`src/rtl/gfx_pkg.sv`:
```
// Shared graphics types and constants for the frame-buffer blitter.
package gfx_pkg;

  localparam int SCREEN_W = 240;
  localparam int SCREEN_H = 160;
  localparam int ADDR_W   = 19;
  localparam int DATA_W   = 24;
  localparam int DIM_W    = 9;

  typedef logic [DATA_W-1:0] pixel_t;
  typedef logic [ADDR_W-1:0] fb_addr_t;

  localparam pixel_t KEY_COLOR = 24'hFF00FF;

  typedef enum logic [1:0] {
    IDLE  = 2'd0,
    RUN   = 2'd1,
    DRAIN = 2'd2,
    DONE  = 2'd3
  } blit_state_t;

  function automatic logic is_key(input pixel_t p);
    return (p == KEY_COLOR);
  endfunction

  // y*SCREEN_W + x for signed coordinates, built from shifts (240 = 256 - 16); wraps modulo 2^ADDR_W.
  function automatic fb_addr_t row_origin(input logic signed [10:0] x, input logic signed [10:0] y);
    fb_addr_t xs;
    fb_addr_t ys;
    xs = {{8{x[10]}}, x};
    ys = {{8{y[10]}}, y};
    return (ys << 4'd8) - (ys << 4'd4) + xs;
  endfunction

endpackage

```
`src/rtl/blit_addr_gen.sv`:
```
// Row-major pixel walker: issues one source/destination address pair per clock with
// clip and last-pixel flags, all registered.
module blit_addr_gen
  import gfx_pkg::*;
(
  input  logic              Clk,
  input  logic              Reset_n,
  input  logic              load,
  input  logic [ADDR_W-1:0] src_base,
  input  logic [DIM_W-1:0]  src_stride,
  input  logic [DIM_W-1:0]  blit_w,
  input  logic [DIM_W-1:0]  blit_h,
  input  logic [9:0]        dst_x,
  input  logic [9:0]        dst_y,
  output logic [ADDR_W-1:0] src_addr,
  output logic [ADDR_W-1:0] dst_addr,
  output logic              pix_valid,
  output logic              pix_last,
  output logic              pix_in_bounds
);

  localparam logic signed [10:0] X_LIM = 11'(SCREEN_W);
  localparam logic signed [10:0] Y_LIM = 11'(SCREEN_H);

  logic                    run_r;
  logic [DIM_W-1:0]        col_r;
  logic [DIM_W-1:0]        row_r;
  logic [DIM_W-1:0]        w_last_r;
  logic [DIM_W-1:0]        h_last_r;
  logic [DIM_W-1:0]        stride_r;
  fb_addr_t                src_row_r;
  fb_addr_t                dst_row_r;
  logic signed [10:0]      x0_r;
  logic signed [10:0]      x_r;
  logic signed [10:0]      y_r;

  logic                    row_end_s;
  logic                    last_s;
  logic                    in_bounds_s;
  logic signed [10:0]      dst_x_s;
  logic signed [10:0]      dst_y_s;

  // End-of-row / end-of-blit detection and screen clip test for the current pixel.
  always_comb begin
    dst_x_s     = {dst_x[9], dst_x};
    dst_y_s     = {dst_y[9], dst_y};
    row_end_s   = (col_r == w_last_r);
    last_s      = row_end_s && (row_r == h_last_r);
    in_bounds_s = (x_r >= 11'sd0) && (x_r < X_LIM) && (y_r >= 11'sd0) && (y_r < Y_LIM);
  end

  // Counters and row-base accumulators; the blit parameters are captured on load only.
  always_ff @(posedge Clk or negedge Reset_n) begin
    if (!Reset_n) begin
      run_r         <= 1'b0;
      col_r         <= '0;
      row_r         <= '0;
      w_last_r      <= '0;
      h_last_r      <= '0;
      stride_r      <= '0;
      src_row_r     <= '0;
      dst_row_r     <= '0;
      x0_r          <= '0;
      x_r           <= '0;
      y_r           <= '0;
      src_addr      <= '0;
      dst_addr      <= '0;
      pix_valid     <= 1'b0;
      pix_last      <= 1'b0;
      pix_in_bounds <= 1'b0;
    end else if (load) begin
      run_r         <= 1'b1;
      col_r         <= '0;
      row_r         <= '0;
      w_last_r      <= blit_w - 9'd1;
      h_last_r      <= blit_h - 9'd1;
      stride_r      <= src_stride;
      src_row_r     <= src_base;
      dst_row_r     <= row_origin(dst_x_s, dst_y_s);
      x0_r          <= dst_x_s;
      x_r           <= dst_x_s;
      y_r           <= dst_y_s;
      pix_valid     <= 1'b0;
      pix_last      <= 1'b0;
    end else if (run_r) begin
      src_addr      <= src_row_r + fb_addr_t'(col_r);
      dst_addr      <= dst_row_r + fb_addr_t'(col_r);
      pix_valid     <= 1'b1;
      pix_last      <= last_s;
      pix_in_bounds <= in_bounds_s;
      if (last_s) begin
        run_r <= 1'b0;
      end else if (row_end_s) begin
        col_r     <= '0;
        row_r     <= row_r + 9'd1;
        src_row_r <= src_row_r + fb_addr_t'(stride_r);
        dst_row_r <= dst_row_r + fb_addr_t'(SCREEN_W);
        x_r       <= x0_r;
        y_r       <= y_r + 11'sd1;
      end else begin
        col_r <= col_r + 9'd1;
        x_r   <= x_r + 11'sd1;
      end
    end else begin
      pix_valid <= 1'b0;
      pix_last  <= 1'b0;
    end
  end

endmodule

```
`src/rtl/sprite_blit_writer.sv`:
```
// Sprite blitter: copies a WxH rectangle from source RAM into the frame buffer at one pixel per
// clock, skipping key-colour pixels and clipping at the screen edges.
module sprite_blit_writer
  import gfx_pkg::*;
(
  input  logic              Clk,
  input  logic              Reset_n,
  input  logic              start,
  input  logic [ADDR_W-1:0] src_base,
  input  logic [DIM_W-1:0]  src_stride,
  input  logic [DIM_W-1:0]  blit_w,
  input  logic [DIM_W-1:0]  blit_h,
  input  logic [9:0]        dst_x,
  input  logic [9:0]        dst_y,
  output logic [ADDR_W-1:0] src_read_address,
  input  logic [DATA_W-1:0] src_data,
  output logic [ADDR_W-1:0] fb_write_address,
  output logic [DATA_W-1:0] fb_data_In,
  output logic              fb_we,
  output logic              busy,
  output logic              done
);

  blit_state_t state_r;
  logic        drain_cnt_r;
  logic        dims_ok_s;
  logic        load_s;

  logic        s0_valid_s;
  logic        s0_last_s;
  logic        s0_in_bounds_s;
  fb_addr_t    s0_dst_s;

  logic        s1_valid_r;
  logic        s1_in_bounds_r;
  fb_addr_t    s1_dst_r;

  // Accept a start only from IDLE, and only launch the walker for a non-empty rectangle.
  always_comb begin
    dims_ok_s = (blit_w != 9'd0) && (blit_h != 9'd0);
    load_s    = (state_r == IDLE) && start && dims_ok_s;
  end

  blit_addr_gen u_addr_gen (
    .Clk           (Clk),
    .Reset_n       (Reset_n),
    .load          (load_s),
    .src_base      (src_base),
    .src_stride    (src_stride),
    .blit_w        (blit_w),
    .blit_h        (blit_h),
    .dst_x         (dst_x),
    .dst_y         (dst_y),
    .src_addr      (src_read_address),
    .dst_addr      (s0_dst_s),
    .pix_valid     (s0_valid_s),
    .pix_last      (s0_last_s),
    .pix_in_bounds (s0_in_bounds_s)
  );

  // Control FSM; busy/done are registered alongside the state so they track it exactly.
  always_ff @(posedge Clk or negedge Reset_n) begin
    if (!Reset_n) begin
      state_r     <= IDLE;
      drain_cnt_r <= 1'b0;
      busy        <= 1'b0;
      done        <= 1'b0;
    end else begin
      case (state_r)
        IDLE: begin
          done <= 1'b0;
          if (start && dims_ok_s) begin
            state_r <= RUN;
            busy    <= 1'b1;
          end else if (start) begin
            state_r <= DONE;
            done    <= 1'b1;
          end else begin
            state_r <= IDLE;
          end
        end
        RUN: begin
          // The last pixel's address is now on the bus; two more cycles empty the pipe.
          if (s0_last_s) begin
            state_r     <= DRAIN;
            drain_cnt_r <= 1'b0;
          end else begin
            state_r <= RUN;
          end
        end
        DRAIN: begin
          if (drain_cnt_r == 1'b1) begin
            state_r <= DONE;
            busy    <= 1'b0;
            done    <= 1'b1;
          end else begin
            drain_cnt_r <= 1'b1;
          end
        end
        DONE: begin
          state_r <= IDLE;
          done    <= 1'b0;
        end
        default: begin
          state_r <= IDLE;
          busy    <= 1'b0;
          done    <= 1'b0;
        end
      endcase
    end
  end

  // S1 waits for the RAM read; S2 commits the write unless clipped or transparent.
  always_ff @(posedge Clk or negedge Reset_n) begin
    if (!Reset_n) begin
      s1_valid_r       <= 1'b0;
      s1_in_bounds_r   <= 1'b0;
      s1_dst_r         <= '0;
      fb_we            <= 1'b0;
      fb_write_address <= '0;
      fb_data_In       <= '0;
    end else begin
      s1_valid_r     <= s0_valid_s;
      s1_in_bounds_r <= s0_in_bounds_s;
      s1_dst_r       <= s0_dst_s;
      if (s1_valid_r && s1_in_bounds_r && !is_key(src_data)) begin
        fb_we            <= 1'b1;
        fb_write_address <= s1_dst_r;
        fb_data_In       <= src_data;
      end else begin
        fb_we <= 1'b0;
      end
    end
  end

endmodule
```
`config.mk`:
```
export PLATFORM = sky130hd
export DESIGN_NAME = sprite_blit_writer
export DESIGN_NICKNAME = d
export VERILOG_FILES = /design/src/rtl/gfx_pkg.sv /design/src/rtl/blit_addr_gen.sv /design/src/rtl/sprite_blit_writer.sv
export SDC_FILE = /design/constraint.sdc
export NUM_CORES = 1
export LEC_CHECK = 0
export CAP_MARGIN = 20
export CELL_PAD_IN_SITES_DETAIL_PLACEMENT = 1
export CELL_PAD_IN_SITES_GLOBAL_PLACEMENT = 1
export CORE_UTILIZATION = 35
export DETAILED_ROUTE_END_ITERATION = 12
export PLACE_DENSITY = 0.76
export SYNTH_ARGS = -nofsm -noshare
export SYNTH_HDL_FRONTEND = slang
export SYNTH_SLANG_ARGS = --single-unit
```
`constraint.sdc`:
```
create_clock -name Clk -period 3.05 [get_ports Clk]
set_clock_uncertainty 0.1 [all_clocks]
set_input_delay 0.61 -clock Clk [delete_from_list [all_inputs] [get_ports Clk]]
set_output_delay 0.61 -clock Clk [all_outputs]
set_load 0.02 [all_outputs]
```
; Word-level counts from Yosys, hierarchy flattened
; Cells that the tools add are included.
[word_totals]
ff_bits = 227
in_bits = 93
output_inout_bits = 65
word_cells = 124
[classes]
addsub = 12
magnitude_cmp = 4
eq_ne = 10
muxes = 46
bitwise = 1
n_reduce_logical = 25
[ops]
columns = operator, count
row1 = $mux 19, 8
row2 = $mux 11, 8
row3 = $mux 9, 8
row4 = $add 19x9->19, 3
row5 = $eq 24x24->1 const B, 1
row6 = $add 11x2->11 const B, 2
row7 = $ge 11x1->1 const B, 2
row8 = $lt 11x9->1 const B, 2
row9 = $add 19x19->19, 1
row10 = $add 19x8->19 const B, 1
row11 = $sub 18x14->19, 1
row12 = $add 9x1->9 const B, 2
row13 = $eq 9x9->1, 2
row14 = $reduce_bool 9->1, 2
row15 = $sub 9x1->9 const B, 2
row16 = $mux 1, 14
row17 = $logic_and 1x1->1, 10
row18 = $mux 2, 4
row19 = $pmux 2 s4, 1
row20 = $reduce_and 2->1, 4
row21 = $reduce_bool 2->1, 4
row22 = $reduce_and 3->1, 2
row23 = $eq 2x2->1 const B, 2
row24 = $ne 2x1->1 const B, 2
row25 = 8 further kinds, 10

; Depth between registers and ports, before layout
[logic_depth]
word_depth = 5
ltp_mapped = 12
depth_no_buf = 11

; Hierarchy
; A second synthesis with hierarchy kept.
[hier_totals]
cells_unflattened = 1316
area_unflattened_um2 = 12987.5
[modules_own_cells]
columns = mod, n_inst, cells_each, area_each_um2, seq_area_each_um2
row1 = blit_addr_gen, 1, 1152, 10314.9, 3928.8
row2 = sprite_blit_writer, 1, 164, 2672.6, 1751.7

; Least setup slack after synthesis
; Ideal clock, no wire load.
[synth_timing]
path_type = input -> register
from = in dst_x[9]
to = reg u_addr_gen.dst_row_r[18]
setup_time_ps = 128
arrival_time_ps = 3091
required_time_ps = 2822
path_slack_ps = -268
path_stages = 12
n_path_buf = 1
cell_sequence = inv_1 -> fa_1 -> inv_1 -> ha_1 -> clkbuf_1 -> a211oi_1 -> o21ai_1 -> a21oi_1 -> a21bo_2 -> a211oi_1 -> xor2_1 -> mux2i_1
[synth_via]
elab_chain_len = 2
[synth_rtl]
columns = element, line
row1 = "start, declared", sprite_blit_writer.sv:13  ; input logic [9:0] dst_x,
row2 = $add 19x19->19, gfx_pkg.sv:32  ; return (ys << 4'd8) - (ys << 4'd4) + xs;
row3 = $mux 19, blit_addr_gen.sv:71  ; end else if (load) begin
row4 = "end signal, assigned", blit_addr_gen.sv:79  ; dst_row_r <= row_origin(dst_x_s, dst_y_s);
row5 = "end signal, assigned", blit_addr_gen.sv:97  ; dst_row_r <= dst_row_r + fb_addr_t'(SCREEN_W);
row6 = "end, declared", blit_addr_gen.sv:32  ; fb_addr_t dst_row_r;
; No other way between the ends.
; A chain may end at the register's enable or synchronous reset.

; Worst setup path after layout
; Ends and elaborated chain as after synthesis.

==> run metrics <==
Worst VDD drop 0.4734 mV; CP required 3.35 ns; layout cells sized above 1 0.1261; Hold WC Path Type reg2reg; synth top area cells dfrtp_1 (46%), nand2_1 (6.5%), ha_1 (6.0%); Worst-Margin Slew 0.5848 ns; reg-to-reg slack, setup 0.26 ns; Initial Utilization 0.3551; Slew Limit Fails 0; # port buffers 157; TritonCTS Buffers 27; # diodes 0; CP Class in2reg; Finished Layout Cells 2001; row count 68; crit-path max FO 4; final WL between 30000 and 40000 um; GPL Wtd Cong 0.8351; warnings from Yosys 0; syn avg cell area 9.673 um^2; largest net degree at the start of global routing between 60 and 70; fin crit period 2.899 ns; final net count 1691; Worst setup EP type register; top cells by count, synth dfrtp_1 (227), nand2_1 (211), o21ai_0 (102); final setup TNS 0 ns; worst-skew pair later-pin latency 0.53 ns; number of enable flip-flop cells after synthesis 0; normalized max-slew margin 0.6047; CTS tree yes; Synth Flop Type dfrtp_1; Setup-failing EPs final 0; DP Area 0.01526 mm^2; initial antenna violation count 0; crit path DAT 3.20 ns; placed insts just under 2000; I/O pins 158; Layout Area Growth over Synthesis 32.59%; die width 189.2 um; mapped cell area 0.01227 mm^2; FMAX 0.3449 GHz; status finished clean; post-route ant nets 0; post-layout util 0.4708; vias in the first global route 10940; total of max-cap violations 0; Die Y around 190 um; vias 10160; startpoint types input port; Post-DP HPWL between 20000 and 30000 um; fin crit share 0.9505; top-count cell post-synth dfrtp_1; register area share after synthesis 0.4631; post-synth top area cell dfrtp_1; drt wl/cell 17.31 um; Lkg Pwr 7.265 nW; Cells after Synth 1268; final instance area approximately 0.016 mm^2; DRC viols 0; final global-route overflow total 0; synth unique cells 64; CTS clk-pin slew, worst paths 0.06 ns; Final Hold Fails 0; Die Area 0.03580 mm^2; number of H-tree levels 1; Synth async-reset ratio 1.000; Pre-antenna DRT Iters 4; top-area cell type share of the netlist area 0.4631; initial DRC count 366; GRT Total Usage 0.1976; Root Buffer clkbuf_16; power density over the cells 946.7 mW/mm^2; register bit total from synthesis ~230; vias per cell between 5 and 6; # clock sinks ~230; core region area 0.03454 mm^2; clock buffer depth 3; first-pass GRT wire length 57490 um; syn_nets 1432
-- worst max-delay path, cell delays in order --
cell	delay [ns]
dlygate4sd2_1	0.27
clkinvlp_4	0.12
buf_4	0.17
fa_1	0.53
inv_1	0.04
ha_1	0.24
a211oi_2	0.25
o21ai_1	0.09
a21oi_1	0.12
a21bo_2	0.26
a211oi_2	0.22
xor2_1	0.19
mux2i_1	0.09
-- final timing paths --
kind	from	to	cells after the start
setup reg to reg	u_addr_gen.src_row_r[0]	u_addr_gen.src_addr[14]	10
hold / removal	u_addr_gen.pix_valid	s1_valid_r	0
min in group asynchronous	Reset_n	fb_we	2
max in group asynchronous	Reset_n	u_addr_gen.x_r[5]	3
setup / recovery	dst_x[9]	u_addr_gen.dst_row_r[18]	13
hold reg to reg	u_addr_gen.pix_valid	s1_valid_r	0
-- timing repair --
item,4_1_cts,5_1_grt
buffers inserted,3,0
hold buffers,1,0
setup endpoints to repair,4,9
hold endpoints to repair,57,0
pin swaps,2,3
gates resized for setup,3,6
gates cloned,0,0
-- metal layers --
| layer | GRT usage | share of wire |
|---|---|---|
| met1 | 0.2624 | 0.46 |
| met2 | 0.3429 | 0.48 |
| met4 | 0.04560 | 0.017 |
| met5 | 0 | 0 |
| met3 | 0.02354 | 0.035 |
-- report_power, final --
group / leakage (nW) / internal, W / switching, W / total [W]
Combinational: 4.04 / 0.00307 / 0.00351 / 0.00657
Sequential: 2.76 / 0.00438 / 0.00110 / 0.00548
Clock: 0.465 / 0.00206 / 0.00128 / 0.00335
Total: 7.27 / 0.00951 / 0.00589 / 0.0154
-- cell families after synthesis --
family,synth area share
xor+xnor,0.09069
buf+inv,0.03468
mux,0.05131
simple gates,0.1569
flops,0.4631
compound gates,0.1235
fa+ha+maj,0.07977
-- cell type report --
| type | instances | area, um^2 |
|---|---|---|
| Clock inverter | 10 | 132.6 |
| Clock buffer | 38 | 797.0 |
| Inverter | 60 | 229.0 |
| Multi-Input combinational cell | 933 | 6243 |
| Tap cell | 455 | 569.3 |
| Timing Repair Buffer | 278 | 2611 |
| Fill cell | 3864 | 18280 |
| Sequential cell | 227 | 5680 |
-- sequential cells by signal (all words and copies together), names as in the netlist, 2 cells and up --
signal and count:
u_addr_gen.dst_row_r 19, u_addr_gen.y_r 11, u_addr_gen.h_last_r 9, u_addr_gen.stride_r 9, u_addr_gen.x_r 11, u_addr_gen.dst_addr 19, u_addr_gen.w_last_r 9, s1_dst_r 19
u_addr_gen.row_r 9, u_addr_gen.src_addr 19, fb_write_address 19, u_addr_gen.src_row_r 19, fb_data_In 24, u_addr_gen.x0_r 10, u_addr_gen.col_r 9, state_r 2
-- layout by cell type (no fill, tap or decap), types with 7 or more instances in the layout --
cell type / count
a21o_1: 12
a21oi_1: 47
a31oi_1: 10
and3_1: 16
buf_12: 10
buf_4: 110
clkbuf_16: 27
clkbuf_8: 8
clkdlybuf4s50_1: 155
dfrtp_1: 227
fa_1: 12
ha_1: 57
inv_1: 58
mux2_1: 39
mux2_2: 8
mux2i_1: 10
nand2_1: 210
nand3_1: 31
nand4_1: 18
nor2_1: 76
nor3_1: 20
nor4_1: 13
o21ai_0: 100
o21ai_1: 26
o31ai_1: 7
xnor2_1: 53
xor2_1: 74
-- stage by stage --
step	hold slack, ns	worst slack [ns]	power, W
3_3_place_gp	0.2323	-0.6171	0.01171
3_5_place_dp	0.2508	-0.7364	0.01205
4_1_cts	0.2634	0.06061	0.01553
2_1_floorplan	0.2144	-0.03907	0.009261
5_1_grt	0.2672	-0.006635	0.01654
6_report	0.2612	0.1510	0.01540
Power figures use the tool's default switching activity.
